$ cat src/rtl/proc_alu_n.sv
// Parametrised bus processor: one register-transfer or ALU instruction per w request,
// sequenced through steps T0..T3 over a multiplexed internal bus, with carry and zero flags.
module proc_alu_n #(
    parameter int N    = 8,
    parameter int REGS = 4
) (
    input  logic                    Clock,
    input  logic                    Reset,
    input  logic [N-1:0]            Data,
    input  logic                    w,
    input  logic [2:0]              F,
    input  logic [$clog2(REGS)-1:0] Rx,
    input  logic [$clog2(REGS)-1:0] Ry,
    output logic                    Done,
    output logic [N-1:0]            BusWires,
    output logic                    Carry,
    output logic                    Zero
);

    localparam int RW = $clog2(REGS);

    typedef enum logic [1:0] {T0, T1, T2, T3} state_t;
    typedef enum logic [2:0] {
        OP_MV  = 3'b000,
        OP_MVI = 3'b001,
        OP_ADD = 3'b010,
        OP_SUB = 3'b011,
        OP_AND = 3'b100,
        OP_OR  = 3'b101,
        OP_XOR = 3'b110,
        OP_CMP = 3'b111
    } opcode_t;

    state_t          state, nextState;
    logic [2+2*RW:0] ir;
    opcode_t         irF;
    logic [RW-1:0]   irRx, irRy;
    logic [N-1:0]    regs [REGS];
    logic [N-1:0]    a, g, aluResult;
    logic            aluCarry;
    logic            aLoad, gLoad, rLoad;

    assign irF  = opcode_t'(ir[2+2*RW -: 3]);
    assign irRx = ir[2*RW-1 -: RW];
    assign irRy = ir[RW-1:0];

    // Step sequencing and bus source selection; the bus idles at zero in T0.
    always_comb begin
        nextState = state;
        Done      = 1'b0;
        BusWires  = '0;
        aLoad     = 1'b0;
        gLoad     = 1'b0;
        rLoad     = 1'b0;
        case (state)
            T0: if (w) nextState = T1;
            T1: begin
                case (irF)
                    OP_MV: begin
                        BusWires  = regs[irRy];
                        rLoad     = 1'b1;
                        Done      = 1'b1;
                        nextState = T0;
                    end
                    OP_MVI: begin
                        BusWires  = Data;
                        rLoad     = 1'b1;
                        Done      = 1'b1;
                        nextState = T0;
                    end
                    default: begin
                        BusWires  = regs[irRx];
                        aLoad     = 1'b1;
                        nextState = T2;
                    end
                endcase
            end
            T2: begin
                BusWires = regs[irRy];
                gLoad    = 1'b1;
                if (irF == OP_CMP) begin
                    Done      = 1'b1;
                    nextState = T0;
                end else begin
                    nextState = T3;
                end
            end
            T3: begin
                BusWires  = g;
                rLoad     = 1'b1;
                Done      = 1'b1;
                nextState = T0;
            end
            default: nextState = T0;
        endcase
    end

    // Carry doubles as borrow for sub/cmp: the extra top bit of the widened difference.
    always_comb begin
        aluResult = '0;
        aluCarry  = 1'b0;
        case (irF)
            OP_ADD:         {aluCarry, aluResult} = {1'b0, a} + {1'b0, BusWires};
            OP_SUB, OP_CMP: {aluCarry, aluResult} = {1'b0, a} - {1'b0, BusWires};
            OP_AND:         aluResult = a & BusWires;
            OP_OR:          aluResult = a | BusWires;
            OP_XOR:         aluResult = a ^ BusWires;
            default:        aluResult = '0;
        endcase
    end

    always_ff @(posedge Clock) begin
        if (Reset) begin
            state <= T0;
            ir    <= '0;
            a     <= '0;
            g     <= '0;
            Carry <= 1'b0;
            Zero  <= 1'b0;
            for (int i = 0; i < REGS; i++) regs[i] <= '0;
        end else begin
            state <= nextState;
            if (state == T0 && w) ir <= {F, Rx, Ry};
            if (aLoad) a <= BusWires;
            if (gLoad) begin
                g     <= aluResult;
                Carry <= aluCarry;
                Zero  <= (aluResult == '0);
            end
            if (rLoad) regs[irRx] <= BusWires;
        end
    end

endmodule

$ cat config.mk
export PLATFORM = sky130hd
export DESIGN_NAME = proc_alu_n
export DESIGN_NICKNAME = d
export VERILOG_FILES = /design/src/rtl/proc_alu_n.sv
export SDC_FILE = /design/constraint.sdc
export NUM_CORES = 1
export LEC_CHECK = 0
export BUFFER_PORTS_ARGS = -buffer_cell sky130_fd_sc_hd__buf_2
export CAP_MARGIN = 40
export CORE_MARGIN = 4
export CORE_UTILIZATION = 66
export DETAILED_ROUTE_END_ITERATION = 7
export GPL_TIMING_DRIVEN = 0
export HOLD_SLACK_MARGIN = 0.05
export PLACE_DENSITY = 0.93
export SYNTH_ARGS = -nofsm -noshare
export SYNTH_HDL_FRONTEND = slang
export SYNTH_SLANG_ARGS = --single-unit
export TNS_END_PERCENT = 30
$ cat constraint.sdc
create_clock -name Clock -period 9.95 [get_ports Clock]
set_input_delay 1.99 -clock Clock [delete_from_list [all_inputs] [get_ports Clock]]
set_output_delay 1.99 -clock Clock [all_outputs]
set_load 0.05 [all_outputs]
==> run metrics, run 1 <==
Setup Viol. Count Final=0; die area=7440 um2; CTS tree=yes; synthesized flop and latch total=63; clk_lat worst skew=340 ps; CP arrival=3580 ps; Rel. slew slack=0.333; Synthesized Nets=457; core region area=5920 um2; initial drt markers=298; Synth Warn #=0; Antenna Nets Post-Route=0; HP Start=a[0]; hold-critical path depth=2; CTS Buf Count=9; EDFF count, synth=32; Ant. Diodes=0; HPWL Detailed=7700 um; Die H=86.3 um; PortBufs=28; Final TNS setup=0 ps; Fillers=400; CP Max Fanout=8; period utilization=0.560; WL final=10600 um; H-tree depth=3; biggest area consumer among synthesized cells=edfxtp_1; area share of the leading cell type in the synthesized netlist=0.238; row cnt=28; status=complete, no violations; Global Route Usage Sum=0.299; WL per Instance=19.9 um; Tmin final=5570 ps; WHS=476 ps; R2R Setup Slk=5080 ps; Final nets=496; maximum root-to-sink buffer count=2; Required @ worst endpoint=7960 ps; Synth async-reset ratio=0; Post-synth top cells=70 x nor2_1, 34 x nand2_1, 32 x edfxtp_1; cells after synthesis=412; sequential share of the synthesized area=0.391; Max stage delay on crit path=760 ps; RR Endpoint=Zero; Fmax=179 MHz; reg-to-reg startpoint=ir[4]; crit path max-delay cell type=a22oi_1; cts hold-fix bufs=0; Worst Setup End Kind=output pin; I/O pins=29; most frequent cell after synthesis=nor2_1; largest net degree at the start of global routing=12; Worst path top cell family by delay=compound AO/OA/AOI/OAI gates; R2R depth=15; Clock Skews=10.7 ps; routed vias/inst=6.43; layout cells sized above 1=0.200; Yosys cell types=57; Clk pin slew, worst setup/hold paths=60 ps; Setup Crit Path Kind=in2out; Final Hold Vio Count=0; crit path cell chain=buf_2 > mux2i_1 > o21ai_0 > a22oi_1 > inv_1 > buf_2; synth top area cells=edfxtp_1 24%, dfxtp_1 15%, mux4_2 8.9%, ha_1 7.7%, nor2_1 6.5%; peak supply drop=0.126 mV; Layout area overhead=11.3%; initial core utilization=0.683; drt drc=0; unrepaired setup endpoints after global routing=false; gp weighted congestion=0.958; vias in the first global route=3478; cell repeated most along the worst path=buf_2; Clock Sinks=63; Post-Syn Area=4040 um2; Hold Path Class=reg2reg; Initial DRT Pass Iterations=5; total congestion overflow=0; Max Transition Viols Final=0; Core Util, Final=0.760; Leak=1.75 nW; pwr dens=151 nW/um2; Mean Syn Cell Area=9.82 um2; via count=3416; crit path launch type=input port; antenna violations before repair=0; CTS Root Cell=clkbuf_8; Hold Path Sink=a[0]; Crit path buffers/inverters=3; Die X=86.3 um; post-CTS setup buffers=0; cts repair resizes=0; Max-Cap Viols=0; most common flop cell mapped by yosys=edfxtp_1; first-pass GRT wire length=17100 um; Tightest Pin Transition=1000 ps
==> per-layer routing <==
metal,vias to the layer above,track usage,wire (um)
li1,1550,-,-
met1,1642,0.360,4090
met2,182,0.521,5250
met3,42,0.0570,889
met4,0,0.132,353
met5,-,0,0
==> tightest hold or removal path: stages (launching register included) <==
cell	delay [ps]
dfxtp_1	320
nand2_1	60
a21oi_1	50
==> logic make-up (layout without fill, tap and decap cells) <==
family	Yosys count	after routing	synth area share
xor+xnor	4	4	0.00866
flops	63	63	0.391
fa+ha+maj	27	27	0.0873
simple gates	140	140	0.155
compound gates	90	90	0.155
mux	40	40	0.152
buf+inv	48	92	0.0517
==> power by group <==
part	switching [W]	leakage [nW]	internal [W]	total, W
clock network	0.0000978	0.110	0.000148	0.000246
registers	0.00000775	0.584	0.000284	0.000292
logic	0.0000881	1.06	0.0000528	0.000141
==> cells in the final DEF, fill, tap and decap left out, types with 3 or more instances in the layout <==
master,n
o21bai_1,3
mux2_2,6
inv_1,25
nand2_1,34
nor2b_1,5
a211oi_1,10
xnor2_1,3
nor2_1,70
nor3b_1,3
mux2i_1,17
a22oi_1,5
o21ai_0,15
buf_2,39
mux4_2,16
edfxtp_1,32
or2b_1,3
ha_1,25
nor3_1,6
clkbuf_8,10
nand2b_1,7
a21oi_1,31
o221ai_1,3
clkbuf_1,9
dfxtp_1,31
==> through the flow <==
step	instance area [um2]	setup WS [ps]	total power [W]	std cells
after floorplan	4040	4860	0.000398	412
after global placement	4280	4540	0.000426	515
after detailed placement	4280	4490	0.000433	515
after CTS	4500	4450	0.000676	531
after global routing	4500	4250	0.000704	531
final	4500	4380	0.000678	531
==> worst max-delay path by stage <==
stage | depth (start not counted) | from | end
CTS | 6 | Data[1] | BusWires[1]
finish | 6 | Data[1] | BusWires[1]
floorplan | 12 | Data[0] | Zero
global placement | 6 | Data[1] | BusWires[1]
global route | 6 | Data[1] | BusWires[1]
detailed placement | 6 | Data[1] | BusWires[1]
==> cell type report <==
| class | instances | area [um2] | area share |
|---|---|---|---|
| well taps | 75 | 93.8 | 0.0209 |
| inverters | 25 | 93.8 | 0.0209 |
| clock buffers | 11 | 141 | 0.0314 |
| multi-input cells | 301 | 2250 | 0.501 |
| clock inverters | 5 | 81.3 | 0.0181 |
| plain buffers | 23 | 115 | 0.0256 |
| flip-flops and latches | 63 | 1580 | 0.351 |
| repair buffers | 28 | 140 | 0.0311 |
==> flip-flops by register name, summed over array words and instances, names as in the netlist, named ones only <==
signal  count
Zero        1
Carry       1
regs       32
ir          7
state       2
a           8
g           8
(Power assumes the default switching activity.)
==> run 2: changes to the inputs <==
- ABC_AREA: unset -> 1
- CORE_UTILIZATION: 66 -> 61
- PLACE_DENSITY: 0.93 -> 0.87
- clock period: 9.95 -> 5.3 ns (I/O delays scaled with it)
==> run 2 against run 1 <==
Clock skew is 4.3 ps lower. Global-route usage is 0.50 points lower. Sequential share of layout area is 1.3 points lower. Non-clock buffer count is 1 lower. Sequential power is 92% higher. Via count is 23% higher. Combinational power grew to 2.9 times the previous value. Highest routed layer unchanged.
==> run metrics, run 2 <==
I/O pins=29 (unchanged); WL final=12000 um (was 10600 um); sequential share of the synthesized area=0.374 (was 0.391); Setup Crit Path Kind=reg2reg (was in2out); Synth async-reset ratio=0 (unchanged); Final Hold Vio Count=0 (unchanged); Hold Path Class=reg2reg (unchanged); cts repair resizes=0 (unchanged); Final nets=671 (was 496); Ant. Diodes=0 (unchanged); Worst Setup End Kind=register (was output pin); cts hold-fix bufs=0 (unchanged); Synthesized Nets=630 (was 457); Setup Viol. Count Final=0 (unchanged); Synth Warn #=0 (unchanged); via count=4208 (was 3416); Rel. slew slack=0.641 (was 0.333); row cnt=30 (was 28); vias in the first global route=4066 (was 3478); R2R Setup Slk=1250 ps (was 5080 ps); Reg area=1580 um2 (unchanged); Tightest Pin Transition=538 ps (was 1000 ps); post-CTS setup buffers=0 (unchanged); synthesized flop and latch total=63 (unchanged); cells after synthesis=585 (was 412); layout cells sized above 1=0.125 (was 0.200); CTS Buf Count=9 (unchanged); Max Transition Viols Final=0 (unchanged); period utilization=0.763; CTS tree=yes (unchanged); most frequent cells in the layout=127 x nand2_1, 99 x nor2_1, 65 x inv_1 (was 70 x nor2_1, 39 x buf_2, 34 x nand2_1); clk_lat worst skew=350 ps (was 340 ps); biggest area consumer among synthesized cells=edfxtp_1 (unchanged); reg-to-reg startpoint=ir[6] (was ir[4]); R2R depth=18 (was 15); CP arrival=4320 ps (was 3580 ps); EDFF count, synth=32 (unchanged); unrepaired setup endpoints after global routing=false (unchanged); largest net degree at the start of global routing=12 (unchanged); met2 wire length=5990 um (was 5250 um); Fillers=587 (was 400); drt drc=0 (unchanged); HPWL Detailed=9030 um (was 7700 um); initial drt markers=381 (was 298); Leak=2.11 nW (was 1.75 nW); antenna violations before repair=0 (unchanged); Tmin final=4050 ps; synth top area cells=edfxtp_1 23%, dfxtp_1 15%, nand2_1 11%, nor2_1 8.8%, ha_1 7.4% (was edfxtp_1 24%, dfxtp_1 15%, mux4_2 8.9%, ha_1 7.7%, nor2_1 6.5%); routed vias/inst=5.92 (was 6.43); Die H=91.2 um (was 86.3 um); WL per Instance=16.9 um (was 19.9 um); Core Util, Final=0.691 (was 0.760); maximum root-to-sink buffer count=2 (unchanged); gp weighted congestion=0.905 (was 0.958); crit path launch type=register (was input port); Yosys cell types=39 (was 57); Biggest register=regs (unchanged); core region area=6760 um2 (was 5920 um2); Antenna Nets Post-Route=0 (unchanged); met3 routed WL=988 um (was 889 um); Top Layer Used=met4 (unchanged); H-tree depth=3 (unchanged); Max-Cap Viols=0 (unchanged); RR Endpoint=Zero (unchanged); commonest non-fill, non-tap cell in the layout=nand2_1 (was nor2_1); Clk pin slew, worst setup/hold paths=70 ps (was 60 ps); routed length on met1=4670 um (was 4090 um); Fmax=247 MHz; CP Max Fanout=10 (was 8); max reg flops=32 (unchanged); area share of the leading cell type in the synthesized netlist=0.227 (was 0.238); Required @ worst endpoint=5580 ps (was 7960 ps); CTS Root Cell=clkbuf_8 (unchanged); initial core utilization=0.625 (was 0.683); total congestion overflow=0 (unchanged); Die X=91.2 um (was 86.3 um); status=complete, no violations (unchanged); Post-Syn Area=4220 um2 (was 4040 um2); most common flop cell mapped by yosys=edfxtp_1 (unchanged); peak supply drop=0.145 mV (was 0.126 mV); first-pass GRT wire length=19000 um (was 17100 um); Clock Sinks=63 (unchanged); Clock Skews=6.43 ps (was 10.7 ps); PortBufs=28 (unchanged); Layout area overhead=10.6% (was 11.3%); Final TNS setup=0 ps (unchanged); Multi-input gate area=2260 um2 (was 2250 um2); pwr dens=298 nW/um2 (was 151 nW/um2); die area=8320 um2 (was 7440 um2); Top Registers=regs (32), a (8), g (8) (unchanged); HP Start=Zero (was a[0]); Global Route Usage Sum=0.294 (was 0.299); Initial DRT Pass Iterations=5 (unchanged); Mean Syn Cell Area=7.22 um2 (was 9.82 um2); CP startpoint=ir[6] (was Data[1]); hold-critical path depth=2 (unchanged); most frequent cell after synthesis=nand2_1 (was nor2_1); Hold Path Sink=Zero (was a[0]); Post-synth top cells=127 x nand2_1, 99 x nor2_1, 65 x inv_1 (was 70 x nor2_1, 34 x nand2_1, 32 x edfxtp_1)
==> run 2: changes by cell type after synthesis, sizes merged, moves of 16 or more <==
| cell | before | now |
|---|---|---|
| nand2 | 34 | 130 |
| inv | 25 | 73 |
| nand3 | 2 | 46 |
| nor2 | 70 | 104 |
| o21ai | 17 | 36 |
| mux2i | 17 | 0 |
| mux4 | 16 | 0 |
==> run 2: layout make-up <==
cell class / count / area share
multi-input cells: 428 / 0.484
repair buffers: 30 / 0.0321
plain buffers: 20 / 0.0212
inverters: 74 / 0.0605
clock buffers: 10 / 0.0295
well taps: 80 / 0.0214
clock inverters: 6 / 0.0129
flip-flops and latches: 63 / 0.339
==> run 2: cell families (layout without fill, tap and decap cells) <==
| family | after synthesis | in the layout | synth area share |
|---|---|---|---|
| AOI/OAI and AO/OA | 94 | 94 | 0.134 |
| adders and majority gates | 27 | 27 | 0.0835 |
| buffers and inverters | 94 | 140 | 0.0903 |
| DFF | 63 | 63 | 0.374 |
| and+or+nand+nor | 307 | 307 | 0.318 |
==> run 2: per-stage QoR <==
step	hold slack [ps]	worst slack (ps)	cells	area, um2	power (W)
after floorplan	434	1970	585	4220	0.000862
after global placement	449	1490	693	4460	0.000955
after detailed placement	461	1400	695	4470	0.000971
after CTS	470	1350	711	4670	0.00138
after global routing	494	877	711	4670	0.00146
final	470	1250	711	4670	0.00139
==> run 2: where the power goes <==
group	internal, W	leakage [nW]	switching [W]
combinational	0.000117	1.43	0.000292
clock	0.000227	0.0981	0.000193
sequential	0.000542	0.585	0.0000195
==> run 2: worst max path at each step <==
stage,end,slack [ps],cells after the start
floorplan,Zero,1970,19
global placement,Zero,1490,21
detailed placement,Zero,1400,21
CTS,Zero,1350,21
global route,Zero,880,21
finish,Zero,1250,18
==> run 2: worst max-delay path: stages (launching register included) <==
cell and delay, ps:
dfxtp_1 310, buf_2 180, inv_1 160, nand2_2 220, nand2_1 120, nor2_2 440, o21ai_0 310, o211a_1 200
nand2_1 130, inv_1 170, ha_1 330, clkbuf_1 320, a21oi_1 160, or2_2 320, nand4_1 70, a21oi_1 70
nor2_1 180, nand3_1 140, a21oi_1 140
==> run 2: per-layer routing <==
metal	vias up	global-route usage
met2	209	0.527
met1	1949	0.332
li1	2004	-
met4	0	0.129
met3	46	0.0638
met5	-	0
